===== src/rtl/writeback_queue.sv =====
// Register-bank writeback FIFO with youngest-match read forwarding; push visible next cycle, drain one entry per cycle.
// in_ready drops only when all DEPTH entries are live; register-0 writes are acknowledged but dropped.
module writeback_queue #(
    parameter int DEPTH = 4
) (
    input  logic        clk,
    input  logic        rst_n,
    input  logic        in_valid,
    output logic        in_ready,
    input  logic [4:0]  in_dir,
    input  logic [31:0] in_data,
    input  logic        drain_en,
    output logic        RegWrite,
    output logic [4:0]  Dir,
    output logic [31:0] Di,
    input  logic [4:0]  RA1,
    input  logic [4:0]  RA2,
    output logic        fwd1_hit,
    output logic        fwd2_hit,
    output logic [31:0] fwd1_data,
    output logic [31:0] fwd2_data,
    output logic [2:0]  count
);

    localparam int         PW      = (DEPTH > 1) ? $clog2(DEPTH) : 1;
    localparam logic [2:0] DEPTH_C = 3'(DEPTH);

    typedef struct packed {
        logic [4:0]  dir;
        logic [31:0] data;
    } entry_t;

    entry_t            mem [DEPTH];
    logic [DEPTH-1:0]  vld;
    logic [PW-1:0]     head;
    logic [PW-1:0]     tail;
    logic              push;
    logic              pop;

    // Readiness looks only at stored occupancy, so a pop never frees a slot in the same cycle.
    assign in_ready = (count < DEPTH_C);
    assign pop      = drain_en && (count != 3'd0);
    assign push     = in_valid && in_ready && (in_dir != 5'd0);

    assign RegWrite = pop;
    assign Dir      = (count != 3'd0) ? mem[head].dir  : 5'd0;
    assign Di       = (count != 3'd0) ? mem[head].data : 32'd0;

    always_ff @(posedge clk or negedge rst_n) begin
        if (!rst_n) begin
            head  <= '0;
            tail  <= '0;
            count <= 3'd0;
            vld   <= '0;
            for (int i = 0; i < DEPTH; i++) begin
                mem[i] <= '0;
            end
        end else begin
            if (push) begin
                mem[tail] <= '{dir: in_dir, data: in_data};
                vld[tail] <= 1'b1;
                tail      <= tail + PW'(1);
            end
            if (pop) begin
                vld[head] <= 1'b0;
                head      <= head + PW'(1);
            end
            case ({push, pop})
                2'b10:   count <= count + 3'd1;
                2'b01:   count <= count - 3'd1;
                default: count <= count;
            endcase
        end
    end

    // Scan oldest to youngest so the last match seen is the youngest live write.
    for (genvar p = 0; p < 2; p++) begin : g_fwd
        logic [4:0]    ra;
        logic          hit;
        logic [31:0]   dat;
        logic [PW-1:0] idx;

        assign ra = (p == 0) ? RA1 : RA2;

        always_comb begin
            hit = 1'b0;
            dat = 32'd0;
            idx = '0;
            for (int i = 0; i < DEPTH; i++) begin
                idx = head + PW'(i);
                if (vld[idx] && (ra != 5'd0) && (mem[idx].dir == ra)) begin
                    hit = 1'b1;
                    dat = mem[idx].data;
                end
            end
        end
    end

    assign fwd1_hit  = g_fwd[0].hit;
    assign fwd1_data = g_fwd[0].dat;
    assign fwd2_hit  = g_fwd[1].hit;
    assign fwd2_data = g_fwd[1].dat;

endmodule


===== config.mk =====
export PLATFORM = sky130hd
export DESIGN_NAME = writeback_queue
export DESIGN_NICKNAME = d
export VERILOG_FILES = /design/src/rtl/writeback_queue.sv
export SDC_FILE = /design/constraint.sdc
export NUM_CORES = 1
export LEC_CHECK = 0
export BUFFER_PORTS_ARGS = -buffer_cell sky130_fd_sc_hd__buf_4
export CAP_MARGIN = 25
export CELL_PAD_IN_SITES_DETAIL_PLACEMENT = 1
export CELL_PAD_IN_SITES_GLOBAL_PLACEMENT = 1
export CORE_ASPECT_RATIO = 0.5
export CORE_MARGIN = 8
export CORE_UTILIZATION = 40
export DETAILED_ROUTE_END_ITERATION = 8
export PLACE_DENSITY = 0.81
export SLEW_MARGIN = 15
export SYNTH_ARGS = -nofsm -noshare
export SYNTH_HDL_FRONTEND = slang
export SYNTH_SLANG_ARGS = --single-unit

===== constraint.sdc =====
create_clock -name clk -period 4.2 [get_ports clk]
set_input_delay 0.21 -clock clk [delete_from_list [all_inputs] [get_ports clk]]
set_output_delay 0.21 -clock clk [all_outputs]
set_load 0.02 [all_outputs]

=== Word-level counts from Yosys, hierarchy flattened ===
Cells that the tools add are included.

* Word-level logic and storage cells: 125
* Output and inout port bits: 108
* Register bits after elaboration: 159

* Equality and inequality tests: 10
* Muxes and demuxes: 48
* Add/subtract/negate cells: 6
* $lt $le $gt $ge: 14
* Bitwise operators: 8
* Reductions and logical operators: 27

{| class="wikitable"
|+ Operators with widths
! operator !! number
|-
| 2-to-1 mux 37 bit || 9
|-
| binary-select mux 37 bit (select 2 bit) || 4
|-
| 2-to-1 mux 32 bit || 9
|-
| bitwise mux 148 bit || 1
|-
| demux 37 bit (select 2 bit) || 1
|-
| equality test 5 bit || 8
|-
| logical AND 1 bit || 22
|-
| >= comparator 3 bit, second input constant || 5
|-
| < comparator 2 x 3 -> 1 bit, second input constant || 5
|-
| inverter 2 -> 3 bit || 5
|-
| nonzero test 5 bit || 3
|-
| 2-to-1 mux 1 bit || 14
|-
| binary-select mux 1 bit (select 2 bit) || 4
|-
| 2-to-1 mux 4 bit || 2
|-
| one-hot mux 3 bit (2 select lines) || 1
|-
| 2-to-1 mux 5 bit || 1
|-
| adder 2 x 1 -> 2 bit, second input constant || 2
|-
| adder 2 bit, second input constant || 2
|-
| bitwise AND 4 bit || 1
|-
| demux 1 bit (select 2 bit) || 2
|-
| >= comparator 2 x 1 -> 1 bit, second input constant || 2
|-
| inverter 4 bit || 1
|-
| bitwise OR 4 bit || 1
|-
| adder 3 x 1 -> 3 bit, second input constant || 1
|-
| other kinds (7) || 7
|}

=== Logic depth before layout (Yosys ltp) ===
Gate-level depths: netlist of the first run.

* Word-level depth: 10
* Gate-level depth with buffers: 17
* Gate-level depth less buffers: 9

=== Worst setup path after synthesis of the first run ===
OpenSTA, ideal clock, no wires.

* Path type: register -> output
* Start point: register head[0]
* End point: output fwd1_data[0]
* Arrival time: 3.734 ns
* Data required time: 3.990 ns
* Cell stages (with the launch flop): 16
* Slack: 0.256 ns
* Path through: dfrtp_1 -> buf_6 -> buf_6 -> buf_6 -> inv_1 -> clkbuf_1 -> clkbuf_1 -> ha_1 -> buf_6 -> mux4_2 -> xnor2_1 -> nand3_1 -> nor2_8 -> buf_4 -> nand3b_1 -> a211oi_1

* Elaborated cells on any way between the ends: 43
* Classes of those cells: add/sub (3); eq/ne (4); mux (24); bitwise (4); reduce/logical (8)

{| class="wikitable"
|+ RTL lines
! what !! line !! text
|-
| from (decl) || 35 || <nowiki>logic [PW-1:0] head;</nowiki>
|-
| from (signal assigned) || 66 || <nowiki>head <= head + PW'(1);</nowiki>
|-
| adder 2 bit (*) || 90 || <nowiki>idx = head + PW'(i);</nowiki>
|-
| named net g_fwd[0].idx[0] || 81 || <nowiki>logic [PW-1:0] idx;</nowiki>
|-
| inverter 2 -> 3 bit (not written as such) || 91, 93 ||
|-
| binary-select mux 37 bit (select 2 bit) || 91, 93 ||
|-
| 2-to-1 mux 37 bit (not written as such) || 93 || <nowiki>dat = mem[idx].data;</nowiki>
|-
| 2-to-1 mux 37 bit (not written as such) || 91 || <nowiki>if (vld[idx] && (ra != 5'd0) && (mem[idx].dir == ra)) begin</nowiki>
|-
| equality test 5 bit || 91 ||
|-
| logical AND 1 bit || 91 ||
|-
| 2-to-1 mux 32 bit (*) || 91 ||
|-
| to (decl) || 20 || <nowiki>output logic [31:0] fwd1_data,</nowiki>
|}

Mark *: on every way through the listed nets, which the timed path passes. The rest lies on a longest branch. The select of a mux whose other input is x is not followed.

=== Final worst setup path of the first run ===
* Start point: register head[1]
* End point: output fwd2_data[2]

* Cells in the longest elaborated chain, start to end: 10
* Elaborated cells on any way between the ends: 43
* Classes of those cells: add/sub (3); eq/ne (4); mux (24); bitwise (4); reduce/logical (8)

{| class="wikitable"
|+ RTL lines
! what !! line !! text
|-
| adder 2 x 1 -> 2 bit / inverter 2 -> 3 bit (equally long branches) || 90, 91, 93 ||
|-
| inverter 2 -> 3 bit (not written as such) / binary-select mux 37 bit (select 2 bit) (equally long branches) || 91, 93 ||
|-
| binary-select mux 37 bit (select 2 bit) / 2-to-1 mux 37 bit (equally long branches) || 91, 93 ||
|-
| 2-to-1 mux 37 bit (not written as such) || 91 ||
|-
| 2-to-1 mux 37 bit (not written as such) / equality test 5 bit (equally long branches) || 91 ||
|-
| equality test 5 bit / logical AND 1 bit (equally long branches) || 91 ||
|-
| logical AND 1 bit / 2-to-1 mux 32 bit (equally long branches) || 91 ||
|-
| 2-to-1 mux 32 bit (2 in a row) || 91 ||
|-
| 2-to-1 mux 32 bit (*) || 91 ||
|-
| to (decl) || 21 || <nowiki>output logic [31:0] fwd2_data,</nowiki>
|}

Every way passes the cells marked *; elsewhere a longest branch is shown, timed or not. The select of a mux whose other input is x is not followed.

==> flow_summary.json, run 1 <==
{
  "area_growth_pct": 17.5,
  "status": "finished clean",
  "vias": 10000,
  "clk_path_buf_depth": 2,
  "netlist.area_leader.share": 0.315,
  "max_freq_mhz": 245,
  "die-height_um": 142,
  "yosysUniqueCellTypes": 41,
  "power_mw": 15.4,
  "routed_wirelength_mm": 43.5,
  "end_kind": "primary output",
  "max_slew_margin": 0.477,
  "clock-root-buffer": "clkbuf_16",
  "synth.avg_cell_area_um2": 12.5,
  "worstSetupPathType": "register to primary output",
  "dp.cells": 1533,
  "die_area_um2": 37900,
  "cts_tree": "yes",
  "start_util": 0.403,
  "final_nets": 1187,
  "grt_max_degree": 106,
  "path_clk_slew_ps": 70,
  "mappedNetlistNets": 1074,
  "viasPerCell": 6.39,
  "power.leakage_nw": 5.89,
  "grt_pass1_vias": 11100,
  "critPathLaunchType": "register",
  "worst_pin_slew_ps": 783,
  "ys.flop_type": "dfrtp_1",
  "vdd_drop_max_uv": 376,
  "slew_violations": 0,
  "required_ps": 3990,
  "drtIter0Drc": 758,
  "period_minus_slack_ps": 4090,
  "arrival_ps": 3880,
  "max-cap-violations": 0,
  "hold_ws_ps": 19.2,
  "synth_common_cells": "mux2_2 (175), dfrtp_1 (159), mux4_2 (125)",
  "io_buffers": 158,
  "synth_area_leaders": "dfrtp_1 (31%), mux4_2 (22%), mux2_2 (16%)",
  "power_density_nw_per_um2": 1040,
  "fin_ws_ps": 113,
  "async_flop_share": 1.00,
  "grt_pass1_wl_mm": 67.3,
  "ant_nets": 0,
  "drc": 0,
  "synth_seq_cells": 159,
  "cts_buffers": 17,
  "drive_gt1_frac": 0.497,
  "first_pass_iters": 5,
  "grt_setup_unrepaired": "false",
  "dp_hpwl_mm": 27.7,
  "die_w_um": 267,
  "syn_area_um2": 12600,
  "clkSinkCount": 159,
  "antenna_found_initial": 1,
  "worstHoldPathType": "input port to register",
  "gp_congestion": 0.830,
  "synth_top_cell_by_area": "dfrtp_1",
  "syn_inst": 1013,
  "finalNonFillerCells": 1572,
  "grt_overflow_total": 0,
  "row_count": 46,
  "place_ws_ps": 164,
  "final_hold_viol_count": 0,
  "wire_per_inst_um": 27.7,
  "grt_use_total": 0.229,
  "coreArea_um2": 31400,
  "synth.most_common_cell": "mux2_2",
  "cts_max_level": 4,
  "seq_area_frac_synth": 0.315,
  "synth_edf_count": 0,
  "ys_warn_count": 0,
  "skew_ps": 6.29,
  "worstSkewPairLatency_ps": 450,
  "fin_crit_sh": 0.973,
  "cp_max_fo": 36,
  "setup_violations": 0,
  "finalSetupTns_ps": 0,
  "pin_count": 159
}
-- worst max-delay path, cell delays in order (launching register included) --
cell,delay [ps]
dfrtp_4,430
inv_1,100
ha_4,490
mux4_2,600
xnor2_1,210
nand4_2,210
nor2_8,230
buf_12,300
mux2i_1,280
o221ai_1,260
buf_4,260
-- where the power goes --
group          total, mW  switching (mW)  internal, mW
combinational       10.5            5.36          5.09
clock               1.62           0.756         0.866
sequential          3.36            1.04          2.32
total               15.4            7.16          8.28
-- final timing paths --
path / endpoint / slack [ps] / startpoint / depth (start not counted)
max: fwd2_data[2] / 110 / head[1] / 10
min: mem[85] / 20 / in_data[11] / 2
min reg2reg: mem[19] / 590 / mem[19] / 1
min in group asynchronous: mem[81] / 360 / rst_n / 2
max in group asynchronous: mem[106] / 2860 / rst_n / 3
max reg2reg: count[2] / 1440 / count[0] / 9
-- flip-flops by register name, summed over array words and instances (netlist names) --
register	cells
tail	2
head	2
count	3
vld	4
mem	148
-- per-stage QoR --
stage | util | area (um^2)
CTS | 0.472 | 14800
detailed placement | 0.451 | 14100
global placement | 0.451 | 14100
finish | 0.473 | 14800
global route | 0.473 | 14800
floorplan | - | 12600
-- kinds of logic (layout without fill, tap and decap cells) --
kind of cell,Yosys count,in the layout,share of synthesized area
adders and majority gates,10,10,0.0105
muxes,387,387,0.448
xor gates and xnor gates,45,45,0.0312
AOI/OAI and AO/OA,105,106,0.0741
other,0,1,0
and+or+nand+nor,192,192,0.0748
DFF,159,159,0.315
buffers and inverters,115,240,0.0468
-- metal layers --
| metal | wire length [um] | global-route usage | vias to the layer above |
|---|---|---|---|
| li1 | - | - | 4141 |
| met1 | 16500 | 0.263 | 5392 |
| met2 | 22700 | 0.405 | 389 |
| met3 | 2430 | 0.0451 | 125 |
| met4 | 1870 | 0.117 | 0 |
| met5 | 0 | 0 | - |
-- area by class of cell --
class / instances / area [um^2]
multi-input cells: 740 / 8130
diodes: 1 / 2.50
flip-flops and latches: 159 / 3990
inverters: 19 / 71.3
well taps: 432 / 541
repair buffers: 189 / 1520
clock inverters: 14 / 160
fillers: 3210 / 16500
clock buffers: 18 / 439
-- layout by cell type, fill, tap and decap left out, drive strengths merged, types with 2 or more instances in the layout --
cell type,netlist,layout
o211ai,2,3
or3,3,3
mux2i,86,86
dfrtp,159,159
nor2,17,17
xnor2,44,44
nand4,8,8
nand3b,5,5
or2,4,4
nand3,9,9
nor2b,37,37
a22oi,4,4
a211oi,2,2
nor3,7,7
inv,19,30
mux4,125,125
o21ai,29,29
a31o,2,2
mux2,176,176
a31oi,4,4
o221ai,58,58
buf,53,187
clkbuf,43,19
ha,9,9
nand2,101,101
-- what timing repair did --
action,CTS,global route
endpoints found under the hold margin,74,0
setup buffers,2,1
resized for setup,8,6
gates cloned,1,0
endpoints found under the setup margin,57,22
pin swaps,2,1
hold buffers,1,0
(Power assumes the default switching activity.)
==> run 2, diff against run 1 <==
Settings changed: PLACE_DENSITY 0.81 to 0.7.
==> run 2 against run 1 <==
  * Non-clock buffer count is 3 lower
  * Combinational power hardly changed
  * Sequential share of layout area is 0.17 points lower
  * Highest routed layer unchanged
  * Global-route usage is 2.0 points lower
  * Via count is 5.0% lower
  * Clock skew is 1.8 ps higher
  * Register-to-register slack better by 360 ps
  * Sequential power is 2% lower
==> flow_summary.json, run 2 (same netlist as run 1, synthesis figures left out) <==
{
  "dp_hpwl_mm": 26.4,
  "startpoint": "head[0]",
  "hold_path_depth": 2,
  "grt_pass1_vias": 10700,
  "postCtsSetupBuffers": 0,
  "setup_violations": 0,
  "start_util": 0.403,
  "mostFrequentLayoutCell": "mux2_2",
  "grt_use_total": 0.208,
  "gp_congestion": 0.831,
  "finalNonFillerCells": 1569,
  "status": "finished clean",
  "worstSkewPairLatency_ps": 440,
  "worstRegToRegCells": 8,
  "final_cell_mix": "mux2_2 (175), buf_4 (172), dfrtp_1 (157)",
  "skew_ps": 8.13,
  "cts_max_level": 4,
  "regArea_um2": 3990,
  "vias": 9545,
  "drive_gt1_frac": 0.490,
  "clk_path_buf_depth": 2,
  "max_freq_mhz": 249,
  "placedInstanceArea_um2": 14200,
  "grt_overflow_total": 0,
  "max-cap-violations": 0,
  "area_growth_pct": 18.2,
  "worst_pin_slew_ps": 960,
  "die_w_um": 267,
  "fin_area_um2": 14900,
  "final_nets": 1184,
  "power.leakage_nw": 5.92,
  "slew_violations": 0,
  "n_fill_cell": 3228,
  "vdd_drop_max_uv": 598,
  "fin_crit_sh": 0.956,
  "clock-root-buffer": "clkbuf_16",
  "hold_start": "in_data[12]",
  "die_area_um2": 37900,
  "routed_wirelength_mm": 39.2,
  "cts_buffers": 17,
  "pin_count": 159,
  "grt_max_degree": 106,
  "worstHoldPathType": "input port to register",
  "drc": 0,
  "critPathLaunchType": "register",
  "reg2reg_from": "count[0]",
  "viasPerCell": 6.08,
  "reg_top3": "mem x148, vld x4, count x3",
  "final_hold_viol_count": 0,
  "ant_nets": 0,
  "cts_tree": "yes",
  "largest_register_ffs": 148,
  "arrival_ps": 3810,
  "row_count": 46,
  "end_kind": "primary output",
  "period_minus_slack_ps": 4020,
  "grt_setup_unrepaired": "true",
  "power_mw": 15.3,
  "first_pass_iters": 6,
  "dp.cells": 1532,
  "power_density_nw_per_um2": 1030,
  "wire_per_inst_um": 25.0,
  "max_slew_margin": 0.358,
  "timing.rr.end": "count[2]",
  "drtIter0Drc": 490,
  "io_buffers": 158,
  "multi_input_area_um2": 8120,
  "whs_endpoint": "mem[12]",
  "path_clk_slew_ps": 60,
  "regMostFlops": "mem",
  "cp_max_fo": 15,
  "antenna_found_initial": 1,
  "coreArea_um2": 31400,
  "clkSinkCount": 159,
  "required_ps": 3990,
  "worstSetupPathType": "register to primary output",
  "r2r_slack_ps": 1800,
  "die-height_um": 142,
  "grt_pass1_wl_mm": 61.9
}
[run 2: changes by cell type in the layout (fill, tap and decap cells not counted), sizes merged]
cell	before	now
buf	187	184
bufinv	1	6
clkbuf	19	23
clkinv	1	2
inv	30	20
[run 2: stage by stage]
stage / worst slack [ps] / hold slack (ps) / util / TNS, ps
after floorplan: 256 / -85.6 / - / 0
after global routing: -19.2 / 10.2 / 0.476 / -19.2
final: 185 / 25.8 / 0.476 / 0
after CTS: 57.2 / 5.92 / 0.474 / 0
after detailed placement: 282 / 366 / 0.451 / 0
after global placement: 409 / 341 / 0.451 / 0
[run 2: cell type report]
cell class | count | share of cell area
Inverter | 19 | 0.00477
Clock buffer | 22 | 0.0311
Timing Repair Buffer | 186 | 0.104
Multi-Input combinational cell | 740 | 0.544
Tap cell | 432 | 0.0362
Sequential cell | 159 | 0.267
Antenna cell | 1 | 0.000167
Clock inverter | 10 | 0.0138
[run 2: timing repair]
| action | 4_1_cts | 5_1_grt |
|---|---|---|
| pin swaps | 1 | 2 |
| hold buffers | 1 | 0 |
| setup endpoints to repair | 38 | 32 |
| hold endpoints to repair | 96 | 0 |
| cloned | 0 | 2 |
| resized for setup | 6 | 5 |
[run 2: critical path, stage by stage, from the launching register on]
cell and delay [ps]:
dfrtp_4 540, inv_2 80, ha_4 430, mux4_2 570, xnor2_1 170, nand4_2 190
nor2_8 70, o211ai_4 650, buf_6 300, o221ai_1 140, buf_4 190
[run 2: power breakdown]
part / total [mW] / leakage, nW / internal, mW / switching (mW)
Combinational: 10.3 / 3.68 / 5.13 / 5.12
Sequential: 3.30 / 1.91 / 2.32 / 0.976
Clock: 1.79 / 0.325 / 1.15 / 0.643
Total: 15.3 / 5.92 / 8.60 / 6.74
[run 2: worst max path at each step]
stage               cells after the start       endpoint  slack, ps
floorplan                              15   fwd1_data[0]        260
detailed placement                     10  fwd1_data[18]        280
CTS                                     9  fwd2_data[28]         60
global route                           10  fwd2_data[22]        -20
global placement                        9  fwd1_data[14]        410
finish                                 10  fwd2_data[29]        180
[run 2: metal layers]
layer,part of all wire,GRT usage
met5,0,0
met1,0.40,0.251
met4,0.029,0.0813
met2,0.53,0.374
met3,0.034,0.0325
==> run 3, diff against run 2 <==
==> constraint.sdc (replaced) <==
create_clock -name clk -period 4.2 [get_ports clk]
set_input_delay 0.63 -clock clk [delete_from_list [all_inputs] [get_ports clk]]
set_output_delay 0.63 -clock clk [all_outputs]
set_load 0.02 [all_outputs]
==> run 3 against run 2 <==
  * Core utilization grew 1.3 points
  * Sequential cell count stayed put
  * Critical path depth rose by 2
  * Final cell count is 1.3% higher
  * Worst setup slack worse by 94 ps
  * Maximum frequency is 2.3% lower
  * Via count increased by 0.70%
  * Largest cell class unchanged
  * First-iteration DRC count up 11%
  * Global-route usage up 0.47 points
  * Clock power down 4%
  * Highest routed layer unchanged
  * Combinational power is 4% higher
==> flow_summary.json, run 3 (same netlist as run 1, synthesis figures left out) <==
{
  "grt_pass1_vias": 10600,
  "max-cap-violations": 0,
  "cts_max_level": 4,
  "coreArea_um2": 31400,
  "slew_violations": 0,
  "pin_count": 159,
  "cpPeakStageDelay_ps": 560,
  "fin_crit_sh": 0.978,
  "largest_register_ffs": 148,
  "regMostFlops": "mem",
  "final_cell_mix": "buf_4 (182), mux2_2 (175), dfrtp_1 (157)",
  "grt_setup_unrepaired": "true",
  "cts_buffers": 17,
  "dp_hpwl_mm": 27.0,
  "drtIter0Drc": 543,
  "crit_path_frequent_cell": "buf_12",
  "final_nets": 1204,
  "clk_path_buf_depth": 2,
  "power_mw": 15.7,
  "first_pass_iters": 4,
  "clock-root-buffer": "clkbuf_16",
  "status": "finished clean",
  "mostFrequentLayoutCell": "buf_4",
  "ant_nets": 0,
  "required_ps": 3570,
  "die-height_um": 142,
  "drc": 0,
  "utilization": 0.489,
  "grt_use_total": 0.213,
  "skew_ps": 7.19,
  "row_count": 46,
  "worstSetupPathType": "register to primary output",
  "fin_area_um2": 15300,
  "die_w_um": 267,
  "start_util": 0.403,
  "worstHoldPathType": "input port to asynchronous set/reset pin",
  "final_hold_viol_count": 0,
  "io_buffers": 158,
  "n_fill_cell": 3188,
  "finalSetupTns_ps": 0,
  "grt_pass1_wl_mm": 62.7,
  "setup_violations": 0,
  "wire_per_inst_um": 25.3,
  "grt_overflow_total": 0,
  "power.leakage_nw": 6.09,
  "worst-path-buf-inv": 5,
  "worst_pin_slew_ps": 974,
  "viasPerCell": 6.05,
  "crit_family": "multiplexers",
  "worstSkewPairLatency_ps": 450,
  "dp.cells": 1543,
  "period_minus_slack_ps": 4110,
  "cts_tree": "yes",
  "arrival_ps": 3480,
  "reg_top3": "mem x148, vld x4, count x3",
  "grt_max_degree": 86,
  "drive_gt1_frac": 0.522,
  "routed_wirelength_mm": 40.2,
  "end_kind": "primary output",
  "max_freq_mhz": 243,
  "gp_congestion": 0.795,
  "placedInstanceArea_um2": 14300,
  "area_growth_pct": 21.4,
  "die_area_um2": 37900,
  "finalNonFillerCells": 1589,
  "max_slew_margin": 0.351,
  "path_cells": "inv_1 -> ha_4 -> buf_6 -> mux4_2 -> xnor2_2 -> nand4_4 -> nor2_8 -> buf_12 -> buf_12 -> mux2i_1 -> o221ai_2 -> buf_4",
  "antenna_found_initial": 1,
  "critPathLaunchType": "register",
  "cp_max_fo": 8,
  "clkSinkCount": 159,
  "power_density_nw_per_um2": 1020,
  "vias": 9612,
  "path_clk_slew_ps": 70,
  "vdd_drop_max_uv": 481,
  "critPathSlowestCell": "mux4_2"
}
-- run 3: per-layer routing --
metal / part of all wire / global-route usage / vias to the layer above
li1: - / - / 4166
met1: 0.42 / 0.265 / 5178
met2: 0.53 / 0.379 / 221
met3: 0.036 / 0.0351 / 47
met4: 0.017 / 0.0647 / 0
met5: 0 / 0 / -
-- run 3: power by group --
group	switching, mW	internal [mW]	leakage [nW]
Clock	0.679	1.03	0.311
Sequential	0.946	2.32	1.91
Combinational	5.32	5.37	3.87
-- run 3: what timing repair did --
action / 4_1_cts / 5_1_grt
setup endpoints to repair: 68 / 61
hold buffers: 0 / 0
setup buffers: 1 / 9
gates resized for setup: 3 / 40
gates cloned: 1 / 2
pin swaps: 2 / 8
-- run 3: path summary, 6_finish.rpt --
check | start | to | slack [ps] | depth (start not counted)
max reg2reg | count[0] | count[2] | 1740 | 8
min | rst_n | mem[45] | 240 | 1
max | head[1] | fwd2_data[12] | 90 | 12
min reg2reg | count[0] | count[0] | 550 | 1
max in group asynchronous | rst_n | head[1] | 2970 | 2
min in group clk | in_data[8] | mem[82] | 430 | 2
-- run 3: area by class of cell --
cell class              count  area [um^2]  area share
multi-input cells         739         8290       0.541
inverters                  19         71.3     0.00465
clock buffers              20          457      0.0298
well taps                 432          541      0.0352
diodes                      1         2.50    0.000163
clock inverters            12          181      0.0118
flip-flops and latches    159         3990       0.260
repair buffers            207         1810       0.118
-- run 3: metrics by stage --
step           setup WS (ps)  hold WS (ps)
5_1_grt                -8.23           294
4_1_cts                 23.1           275
6_report                90.5           241
3_5_place_dp             241           547
3_3_place_gp             280           543
2_1_floorplan          -6.60           334
